<file path="src/rtl/nabp_filtered_line_reader.sv">
// Requests an angle from swap control, sweeps s=0..N-1 through the filtered RAM bank and streams (angle,s,val).
// First tuple kReadLatency+1 cycles after sweep start; reads stall on out_ready low, the small output FIFO never overflows.
module nabp_filtered_line_reader #(
    parameter int kAngleLength        = 9,
    parameter int kSLength            = 9,
    parameter int kFilteredDataLength = 16,
    parameter int kProjectionLineSize = 256,
    parameter int kReadLatency        = 1,
    parameter int kFifoDepth          = 2
) (
    input  logic                           clk,
    input  logic                           reset_n,
    output logic                           pr_next_angle,
    input  logic                           pr_next_angle_ack,
    input  logic [kAngleLength-1:0]        pr_angle,
    input  logic                           pr_has_next_angle,
    output logic [kSLength-1:0]            pr_s_val,
    input  logic [kFilteredDataLength-1:0] pr_val,
    output logic                           out_valid,
    input  logic                           out_ready,
    output logic [kAngleLength-1:0]        out_angle,
    output logic [kSLength-1:0]            out_s,
    output logic [kFilteredDataLength-1:0] out_val,
    output logic                           out_last,
    output logic                           done
);

    localparam int CW = $clog2(kFifoDepth + kReadLatency + 2);
    localparam int PW = (kFifoDepth > 1) ? $clog2(kFifoDepth) : 1;
    localparam logic [kSLength-1:0] kLastS = kSLength'(kProjectionLineSize - 1);
    localparam logic [PW-1:0]       kLastPtr = PW'(kFifoDepth - 1);

    typedef enum logic [2:0] {REQ, ACK_LOW, SWEEP, DRAIN, DONE_ST} state_t;

    typedef struct packed {
        logic [kAngleLength-1:0]        angle;
        logic [kSLength-1:0]            s;
        logic [kFilteredDataLength-1:0] val;
        logic                           last;
    } entry_t;

    state_t                  state_q, state_d;
    logic                    req_q, req_d;
    logic [kAngleLength-1:0] angle_q;
    logic                    has_next_q;
    logic [kSLength-1:0]     s_q;
    logic [kSLength-1:0]     s_hold_q;

    logic                    tag_vld_q  [kReadLatency];
    logic [kSLength-1:0]     tag_s_q    [kReadLatency];
    logic                    tag_last_q [kReadLatency];

    entry_t                  mem_q [kFifoDepth];
    logic [PW-1:0]           wr_ptr_q, rd_ptr_q;
    logic [CW-1:0]           count_q;
    logic [CW-1:0]           inflight;
    logic [CW-1:0]           occ;

    logic                    take_ack;
    logic                    issue;
    logic                    push;
    logic                    pop;
    entry_t                  head;

    assign take_ack = (state_q == REQ) && req_q && pr_next_angle_ack;
    assign push     = tag_vld_q[kReadLatency-1];
    assign out_valid = (count_q != '0);
    assign pop      = out_valid && out_ready;
    assign head     = mem_q[rd_ptr_q];

    always_comb begin
        inflight = '0;
        for (int i = 0; i < kReadLatency; i++) begin
            inflight = inflight + CW'(tag_vld_q[i]);
        end
    end

    // A slot being popped this cycle is free for the read issued this cycle.
    assign occ   = count_q + inflight;
    assign issue = (state_q == SWEEP) && (occ < (CW'(kFifoDepth) + CW'(pop)));

    assign pr_s_val      = issue ? s_q : s_hold_q;
    assign pr_next_angle = req_q;
    assign out_angle     = head.angle;
    assign out_s         = head.s;
    assign out_val       = head.val;
    assign out_last      = head.last;

    always_ff @(posedge clk or negedge reset_n) begin
        if (!reset_n) begin
            state_q <= REQ;
        end else begin
            state_q <= state_d;
        end
    end

    always_comb begin
        state_d = state_q;
        unique case (state_q)
            REQ:     if (take_ack) state_d = ACK_LOW;
            ACK_LOW: if (!pr_next_angle_ack) state_d = SWEEP;
            SWEEP:   if (issue && (s_q == kLastS)) state_d = DRAIN;
            // Bank data is only valid until the next swap request, so drain fully first.
            DRAIN:   if ((count_q == '0) && (inflight == '0)) state_d = has_next_q ? REQ : DONE_ST;
            DONE_ST: state_d = DONE_ST;
            default: state_d = REQ;
        endcase
    end

    always_comb begin
        req_d = (state_d == REQ);
        done  = (state_q == DONE_ST);
    end

    always_ff @(posedge clk or negedge reset_n) begin
        if (!reset_n) begin
            req_q      <= 1'b0;
            angle_q    <= '0;
            has_next_q <= 1'b1;
            s_q        <= '0;
            s_hold_q   <= '0;
        end else begin
            req_q <= req_d;
            if (take_ack) begin
                angle_q    <= pr_angle;
                has_next_q <= pr_has_next_angle;
            end
            if (issue) begin
                s_q      <= s_q + kSLength'(1);
                s_hold_q <= s_q;
            end else if (state_q != SWEEP) begin
                s_q <= '0;
            end
        end
    end

    always_ff @(posedge clk or negedge reset_n) begin
        if (!reset_n) begin
            for (int i = 0; i < kReadLatency; i++) begin
                tag_vld_q[i]  <= 1'b0;
                tag_s_q[i]    <= '0;
                tag_last_q[i] <= 1'b0;
            end
        end else begin
            tag_vld_q[0]  <= issue;
            tag_s_q[0]    <= s_q;
            tag_last_q[0] <= (s_q == kLastS);
            for (int i = 1; i < kReadLatency; i++) begin
                tag_vld_q[i]  <= tag_vld_q[i-1];
                tag_s_q[i]    <= tag_s_q[i-1];
                tag_last_q[i] <= tag_last_q[i-1];
            end
        end
    end

    always_ff @(posedge clk or negedge reset_n) begin
        if (!reset_n) begin
            for (int i = 0; i < kFifoDepth; i++) begin
                mem_q[i] <= '0;
            end
            wr_ptr_q <= '0;
            rd_ptr_q <= '0;
            count_q  <= '0;
        end else begin
            if (push) begin
                mem_q[wr_ptr_q] <= '{angle: angle_q,
                                     s:     tag_s_q[kReadLatency-1],
                                     val:   pr_val,
                                     last:  tag_last_q[kReadLatency-1]};
                wr_ptr_q <= (wr_ptr_q == kLastPtr) ? '0 : wr_ptr_q + PW'(1);
            end
            if (pop) begin
                rd_ptr_q <= (rd_ptr_q == kLastPtr) ? '0 : rd_ptr_q + PW'(1);
            end
            count_q <= count_q + CW'(push) - CW'(pop);
        end
    end

    a_no_overflow: assert property (@(posedge clk) disable iff (!reset_n)
        !(push && !pop && (count_q == CW'(kFifoDepth))));

endmodule

</file>
<file path="config.mk">
export PLATFORM = sky130hd
export DESIGN_NAME = nabp_filtered_line_reader
export DESIGN_NICKNAME = d
export VERILOG_FILES = /design/src/rtl/nabp_filtered_line_reader.sv
export SDC_FILE = /design/constraint.sdc
export NUM_CORES = 1
export LEC_CHECK = 0
export BUFFER_PORTS_ARGS = -buffer_cell sky130_fd_sc_hd__buf_2
export CAP_MARGIN = 0
export CORE_MARGIN = 2
export CORE_UTILIZATION = 55
export CTS_CLUSTER_SIZE = 24
export DETAILED_ROUTE_END_ITERATION = 16
export GPL_TIMING_DRIVEN = 0
export PLACE_DENSITY = 0.85
export SYNTH_ARGS = -nofsm -noshare
export SYNTH_HDL_FRONTEND = slang
export SYNTH_SLANG_ARGS = --single-unit
</file>
<file path="constraint.sdc">
create_clock -name clk -period 2.75 [get_ports clk]
set_clock_uncertainty 0.1 [all_clocks]
set_input_delay 0.275 -clock clk [delete_from_list [all_inputs] [get_ports clk]]
set_output_delay 0.275 -clock clk [all_outputs]
set_load 0.01 [all_outputs]
</file>
; After elaboration in Yosys (flattened, before gate mapping)
; Cells that the tools add are included.
[classes]
n_div = 0
reduce_logical = 13
n_mul = 0
bitwise_logic = 2
n_lt_le_gt_ge = 4
n_addsub = 6
muxes = 17
eq_ne = 6
shifts = 0
[op_table]
columns = cell, count
row1 = 2-to-1 mux 35 bit, 4
row2 = bitwise mux 70 bit, 1
row3 = demux 35 bit (select 1 bit), 1
row4 = 2-to-1 mux 9 bit, 3
row5 = 2-to-1 mux 3 bit, 5
row6 = one-hot mux 3 bit (5 select lines), 1
row7 = logical NOT 3 bit, 4
row8 = "adder 9 x 1 -> 9 bit, second input constant", 1
row9 = "== test 9 x 8 -> 1 bit, second input constant", 1
row10 = logical AND 1 bit, 7
row11 = "== test 3 x 2 -> 1 bit, second input constant", 2
row12 = "greater-or-equal comparator 2 bit, second input constant", 2
row13 = NOT 1 -> 2 bit, 2
row14 = "adder 2 x 1 -> 3 bit, first input constant", 1
row15 = adder 3 x 1 -> 3 bit, 1
row16 = "== test 3 x 1 -> 1 bit, second input constant", 1
row17 = "== test 3 bit, second input constant", 1
row18 = < comparator 3 bit, 1
row19 = "!= test 3 x 2 -> 1 bit, second input constant", 1
row20 = nonzero test 3 bit, 1
row21 = subtractor 3 x 1 -> 3 bit, 1
row22 = "adder 1 bit, second input constant", 2
row23 = "< comparator 2 x 1 -> 1 bit, second input constant", 1
row24 = 2-to-1 mux 1 bit, 2
row25 = nonzero test 2 bit, 1
[word_totals]
output_inout_bits = 47
mem_count = 0
inputBits = 30
latchBits = 0
mem_bits_rw = 0
elab_cells = 68
romBits = 0
ff_bits = 118

; Longest topological paths before layout
; Gate-level depths: netlist of the first run.
[depth]
word_depth = 9
depth_mapped = 8
ltp_nobuf = 7

; Least setup slack after synthesis of the first run
; No wires, ideal clock.
[synth_timing]
kind = register -> output
start = reg count_q[2]
end = out pr_s_val[0]
slack_ps = 229
arrival_ps = 2146
t_required_ps = 2375
stages_incl_launch_ff = 8
cell_sequence = dfrtp_1 > or3_1 > and2_1 > ha_1 > nand2b_1 > nand3_1 > buf_2 > mux2_1
[synth_via]
elab_chain_len = 6
[synth_lines]
columns = item, line
row1 = "start, declared", 55  ; logic [CW-1:0] count_q;
row2 = "start signal, assigned", 175  ; count_q <= count_q + CW'(push) - CW'(pop);
row3 = nonzero test 3 bit, 67  ; assign out_valid = (count_q != '0);
row4 = via out_valid, 19  ; output logic out_valid,
row5 = logical AND 1 bit, 68  ; assign pop = out_valid && out_ready;
row6 = adder 2 x 1 -> 3 bit, 80  ; assign issue = (state_q == SWEEP) && (occ < (CW'(kFifoDepth) + CW'(pop)));
row7 = < comparator 3 bit, 80
row8 = logical AND 1 bit, 80
row9 = 2-to-1 mux 9 bit, n/a
row10 = "end, declared", 17  ; output logic [kSLength-1:0] pr_s_val,
; The timed path passes the listed nets, and every way through them passes these cells.

; Worst setup path after layout of the first run
[layout_timing]
start = reg count_q[2]
end = out pr_s_val[1]
[layout_via]
elab_chain_len = 6
[layout_lines]
columns = item, line
row1 = nonzero test 3 bit, 67
row2 = logical AND 1 bit, 68
row3 = adder 2 x 1 -> 3 bit, 80
row4 = < comparator 3 bit *, 80
row5 = logical AND 1 bit *, 80
row6 = 2-to-1 mux 9 bit *, n/a
; Mark *: on every way between the ends. The rest lies on a longest branch, timed or not.

==> flow_summary.json, run 1 <==
{
  "place_area_sq_um": 5450,
  "reg2reg_to": "s_q[8]$_DFFE_PN0P_",
  "num_vias": 3231,
  "gp_congestion": 0.865,
  "whs_path_depth": 4,
  "grt_max_degree": 68,
  "ys_seq_area_share_pct": 60.2,
  "synth_area_sq_um": 4910,
  "r2r_start": "count_q[2]$_DFF_PN0_",
  "regArea_sq_um": 2960,
  "grt-ovfl-total": 0,
  "period_minus_slack_ns": 2.85,
  "reg2regPathDepth": 8,
  "dieWidth_um": 98.5,
  "fmax_mhz": 351,
  "finalMaxSlewViolations": 0,
  "hp-class": "input port to flip-flop",
  "ys_seq_elements": 118,
  "hold_ws_ns": 0.0856,
  "dp.cells": 518,
  "drive_gt1_share_pct": 54.8,
  "synthSimpleGateAreaFrac_pct": 5.25,
  "synth_fa_ha_area_share_pct": 1.53,
  "portBuffers": 76,
  "antenna_found_initial": 0,
  "criticalPathCategory": "flip-flop to output port",
  "crit_fanout": 8,
  "violations": "negative setup slack",
  "synth_top_family_by_area": "multiplexers",
  "fin_ws_ns": -0.100,
  "fin_nets": 507,
  "rsz0062_at_grt": "yes",
  "coreArea_sq_um": 8680,
  "drt-vias-per-instance": 5.46,
  "stdcell_count": 592,
  "leakage_nw": 3.20,
  "syn_nets": 369,
  "synth_compound_area_share_pct": 1.17,
  "status": "complete, but fails checks",
  "fill_cells": 485,
  "r2r_slack_ns": 0.36,
  "final_util_pct": 76.1,
  "synthCells": 333,
  "p_total_mw": 7.46,
  "grt.total_usage_pct": 23.7,
  "synth-xor-area-share_pct": 1.76,
  "synthMuxAreaShare_pct": 28.2,
  "syn_to_final_growth_pct": 34.5,
  "worstHoldStart": "out_ready",
  "vdd_drop_max_uv": 703,
  "drc": 0,
  "yosys_warnings": 0,
  "arrival_ns": 2.48,
  "tightest_slew_ns": 0.859,
  "min_to": "count_q[0]$_DFF_PN0_",
  "cp.required_ns": 2.38,
  "drtIter0Drc": 143,
  "numClockSinks": 118,
  "finalCritPeriodShare_pct": 104,
  "start_util_pct": 56.5,
  "wire_per_inst_um": 18.1,
  "syn_area_per_cell_sq_um": 14.7,
  "die_area_sq_um": 9690,
  "fin_area_sq_um": 6600,
  "ant_nets": 0,
  "clock_latency_ns": 0.51,
  "grt_pass1_vias": 3582,
  "dp_hpwl_um": 6160,
  "ys_types": 38,
  "htree_levels": 4,
  "cts_root_buffer": "clkbuf_8",
  "multiInputGateArea_sq_um": 1950,
  "grt_first_pass_wirelength_um": 17600,
  "num_rows": 34,
  "numCtsBuffers": 17,
  "slew_headroom_pct": 42.7,
  "fp.dieH_um": 98.5,
  "finalSetupViolCount": 9,
  "wl_um": 10700,
  "path_clk_slew_ns": 0.06,
  "hold_viol": 0,
  "worst_setup_path_end_kind": "output port",
  "drt-pass1-iter-count": 7,
  "cap_violations": 0,
  "critPathLaunchType": "flip-flop",
  "cts_buffer_depth": 2,
  "power.density_nw_per_um2": 1130,
  "cts_tree": "yes",
  "ios": 77,
  "diodes": 0
}
cell type report:
class | count | area share, %
Timing Repair Buffer | 119 | 12.8
Tap cell | 108 | 2.05
Multi-Input combinational cell | 194 | 29.5
Sequential cell | 118 | 44.8
Clock buffer | 19 | 6.54
Inverter | 8 | 0.455
Buffer | 13 | 1.14
Clock inverter | 13 | 2.73
where the power goes:
| group | switching (mW) | total, mW | internal [mW] |
|---|---|---|---|
| Combinational | 1.16 | 2.54 | 1.38 |
| Sequential | 0.341 | 2.66 | 2.32 |
| Clock | 0.766 | 2.26 | 1.49 |
worst max path at each step:
stage                    startpoint  cells past startpoint  slack, ns          end
2_1_floorplan  count_q[2]$_DFF_PN0_                      7       0.23  pr_s_val[0]
4_1_cts        count_q[1]$_DFF_PN0_                      8      -0.06  pr_s_val[1]
3_5_place_dp   count_q[2]$_DFF_PN0_                      8      -0.07  pr_s_val[1]
6_report       count_q[2]$_DFF_PN0_                      8      -0.10  pr_s_val[1]
3_3_place_gp   count_q[2]$_DFF_PN0_                      8      -0.05  pr_s_val[0]
5_1_grt        count_q[2]$_DFF_PN0_                      8      -0.18  pr_s_val[0]
synth_stat cells:
master | instances | area (sq um)
xor2_1 | 4 | 35.0
clkbuf_1 | 5 | 18.8
xnor2_1 | 4 | 35.0
and4_1 | 1 | 8.76
o21ai_1 | 1 | 5.00
xnor2_2 | 1 | 16.3
a21oi_1 | 2 | 10.0
nand2b_1 | 3 | 18.8
ha_1 | 6 | 75.1
nor2_1 | 9 | 33.8
a2111oi_0 | 1 | 8.76
nor3b_2 | 1 | 12.5
o31ai_1 | 1 | 7.51
buf_6 | 1 | 11.3
buf_1 | 3 | 11.3
nand3b_1 | 1 | 7.51
o221ai_1 | 1 | 8.76
nand3_1 | 4 | 20.0
nand4_1 | 1 | 6.26
dfrtp_1 | 117 | 2930
nor2b_1 | 3 | 18.8
o21ai_0 | 2 | 10.0
nor4bb_1 | 1 | 10.0
nor3_1 | 3 | 15.0
a211oi_1 | 1 | 7.51
buf_2 | 4 | 20.0
mux2_1 | 4 | 45.0
nor4b_1 | 1 | 8.76
inv_1 | 7 | 26.3
dfstp_2 | 1 | 26.3
or4_1 | 3 | 22.5
and2_1 | 2 | 12.5
inv_2 | 1 | 3.75
mux2_2 | 119 | 1340
and2_0 | 1 | 6.26
or2_2 | 1 | 6.26
or3_1 | 2 | 12.5
nand2_1 | 10 | 37.5
state kept, by name, summed over array words and instances, names as in the netlist, 3 cells and up:
register  flops
s_q           9
s_hold_q      9
angle_q       9
count_q       3
state_q       3
tag_s_q       9
mem_q        70
per-stage QoR:
step	setup TNS [ns]	setup WS (ns)
after floorplan	0	0.229
after global placement	-0.322	-0.0540
after detailed placement	-0.432	-0.0687
after CTS	-0.381	-0.0550
after global routing	-1.51	-0.179
final	-0.817	-0.100
critical path, stage by stage, from the launching register on:
cell	delay (ns)
dfrtp_1	0.38
or3_4	0.40
and2_4	0.19
ha_4	0.16
nand2b_4	0.15
nand3_4	0.10
buf_8	0.15
mux2_4	0.32
buf_6	0.12
what timing repair did:
action | 4_1_cts | 5_1_grt
setup endpoints to repair | 29 | 18
setup buffers | 10 | 4
pin swaps | 4 | 3
gates resized for setup | 32 | 2
endpoints found under the hold margin | 109 | 0
hold buffers | 28 | 0
metal layers:
metal  share of wire, %  vias up  global-route usage (%)
li1                   -     1468                       -
met1                 40     1637                    27.8
met2                 53      104                    41.0
met3                4.4       22                    6.38
met4                2.3        0                    10.3
met5                  0        -                       0
cells in the final DEF, fill, tap and decap left out, types with 2 or more instances in the layout:
cell	n
a21oi_1	2
buf_2	72
buf_4	15
buf_6	9
bufinv_16	4
clkbuf_1	6
clkbuf_16	16
clkbuf_8	2
clkinv_2	4
clkinv_4	2
clkinvlp_4	3
dfrtp_1	116
dlygate4sd3_1	28
ha_1	5
inv_1	7
mux2_2	115
mux2_4	8
nand2_1	10
nand2b_1	2
nand3_1	3
nor2_1	9
nor2b_1	3
nor3_1	3
or4_1	3
xnor2_1	4
xor2_1	4
kinds of logic after synthesis:
kind of cell,Yosys count
multiplexers,123
flip-flops,118
AND/OR/NAND/NOR,47
buffers and inverters,21
AO/OA/AOI/OAI,9
XOR/XNOR,9
adder cells (fa/ha/maj),6
Power figures use the tool's default switching activity.
==> inputs of run 2 (changes only) <==
- CELL_PAD_IN_SITES_DETAIL_PLACEMENT: default -> 2
- CELL_PAD_IN_SITES_GLOBAL_PLACEMENT: default -> 2
- CORE_UTILIZATION: 55 -> 39
==> flow_summary.json, run 2 (synthesized netlist as in run 1, its figures left out) <==
{
  "crit_chain": "ha_1 > ha_1 > xnor2_4 > nand3_4 > buf_12 > mux2_4 > buf_6",
  "start_util_pct": 40.3,
  "grt_pass1_vias": 3866,
  "syn_to_final_growth_pct": 31.9,
  "violations": "negative setup slack",
  "vdd_drop_max_uv": 462,
  "cp.required_ns": 2.38,
  "crit_family": "adder cells",
  "cpPeakStageDelay_ns": 0.50,
  "status": "complete, but fails checks",
  "numCtsBuffers": 17,
  "fp.dieH_um": 116,
  "grt.total_usage_pct": 23.0,
  "seqPwrFrac_pct": 36.9,
  "cts_buffer_depth": 2,
  "finalMaxSlewViolations": 0,
  "crit_fanout": 8,
  "gp_congestion": 0.812,
  "diodes": 0,
  "hp-class": "input port to flip-flop",
  "coreArea_sq_um": 12200,
  "place_ws_ns": -0.183,
  "path_clk_slew_ns": 0.06,
  "worst_setup_path_end_kind": "output port",
  "grt_max_degree": 102,
  "fmax_mhz": 360,
  "p_int_mw": 4.95,
  "wl_um": 15100,
  "grt_first_pass_wirelength_um": 22300,
  "cp_num_buf_inv": 2,
  "cap_violations": 0,
  "drt-pass1-iter-count": 4,
  "final_common_cell": "dfrtp_1",
  "drt-vias-per-instance": 5.13,
  "finalCritPeriodShare_pct": 101,
  "clock_latency_ns": 0.43,
  "ios": 77,
  "rsz0062_at_grt": "yes",
  "num_rows": 40,
  "power.switching_mw": 2.52,
  "regArea_sq_um": 2960,
  "crit_path_frequent_cell": "ha_1",
  "swShare_pct": 33.7,
  "p_total_mw": 7.47,
  "stdcell_count": 635,
  "num_vias": 3258,
  "critPathLaunchType": "flip-flop",
  "arrival_ns": 2.40,
  "cts_root_buffer": "clkbuf_16",
  "p_clk_share_pct": 27.5,
  "dieWidth_um": 116,
  "multiInputGateArea_sq_um": 1950,
  "tightest_slew_ns": 0.696,
  "portBuffers": 76,
  "largest_register_ffs": 70,
  "p_comb_share_pct": 35.6,
  "numClockSinks": 118,
  "finalSetupViolCount": 9,
  "leakage_nw": 3.13,
  "dp.cells": 578,
  "grt-ovfl-total": 0,
  "fill_cells": 1133,
  "drc": 0,
  "slew_headroom_pct": 53.6,
  "top_register": "mem_q",
  "fin_nets": 493,
  "drive_gt1_share_pct": 55.5,
  "fin_ws_ns": -0.0294,
  "cts_tree": "yes",
  "final_cell_mix": "116 x dfrtp_1, 115 x mux2_2, 70 x buf_2",
  "power.density_nw_per_um2": 1150,
  "htree_levels": 4,
  "dp_hpwl_um": 7790,
  "period_minus_slack_ns": 2.78,
  "criticalPathCategory": "flip-flop to output port",
  "hold_viol": 0,
  "cpMaxStageDelayCell": "dfrtp_1",
  "wire_per_inst_um": 23.8,
  "drtIter0Drc": 100,
  "antenna_found_initial": 0,
  "ant_nets": 0,
  "die_area_sq_um": 13500
}
-- run 2: cell types whose count changed in the layout (fill, tap and decap cells not counted), sizes merged --
cell	delta
buf	-4
clkinvlp	-3
clkbuf	+8
dlygate4sd3	-12
clkinv	-2
bufinv	-4
-- run 2: final timing paths --
kind	cells after the start	startpoint	slack [ns]	endpoint
setup / recovery	7	push$_DFF_PN0_	-0.03	pr_s_val[5]
hold / removal	2	pr_val[4]	0.009	mem_q[40]$_DFFE_PN0P_
setup reg to reg	7	push$_DFF_PN0_	0.27	s_q[8]$_DFFE_PN0P_
hold reg to reg	0	s_q[8]$_DFFE_PN0P_	0.34	tag_s_q[8]$_DFF_PN0_
max in group asynchronous	3	reset_n	1.58	count_q[2]$_DFF_PN0_
min in group asynchronous	2	reset_n	0.19	mem_q[7]$_DFFE_PN0P_
-- run 2: metal layers --
layer / vias up / global-route usage (%) / part of all wire (%)
met1: 1743 / 25.5 / 40
li1: 1423 / - / -
met4: 0 / 8.57 / 1.5
met2: 73 / 42.6 / 55
met5: - / 0 / 0
met3: 19 / 5.97 / 3.2
-- run 2: area by class of cell --
cell class / count / area share (%)
multi-input combinational: 194 / 30.1
clock inverter: 4 / 0.309
clock buffer: 25 / 7.96
tap: 168 / 3.25
buffer: 13 / 1.24
sequential: 118 / 45.7
inverter: 8 / 0.464
timing repair buffer: 105 / 11.0
-- run 2: repair_timing --
action                                 in CTS  in global routing
resized for setup                          28                  7
hold buffers                               14                  2
setup endpoints to repair                   9                 29
endpoints found under the hold margin     133                  2
pin swaps                                   4                  1
setup buffers                               9                  3
cloned                                      0                  0
-- run 2: per-stage QoR --
stage                     hold slack, ns  setup TNS (ns)  util, %  cell area, sq um
after floorplan                   -0.121               0        -              4910
after global placement             0.292           -7.20     45.2              5500
after detailed placement          0.0265           -1.21     45.5              5530
after CTS                        0.00139        -0.00208     52.7              6410
after global routing             0.00844          -0.742     53.2              6470
final                            0.00942          -0.190     53.2              6470
-- run 2: worst reg2reg max path: stages, from the launching register on --
cell and delay, ns:
dfrtp_1 0.50, ha_1 0.25, ha_1 0.26, xnor2_4 0.22, buf_4 0.19, and2_0 0.35, nor2_1 0.13, a211oi_1 0.34
-- run 2: power groups by stage --
stage	logic [mW]	clock network, mW	registers, mW
3_5_place_dp	2.26	0	2.70
5_1_grt	2.88	2.17	2.83
4_1_cts	2.56	2.05	2.70
2_1_floorplan	1.56	0	2.56
6_report	2.66	2.05	2.75
3_3_place_gp	2.12	0	2.62
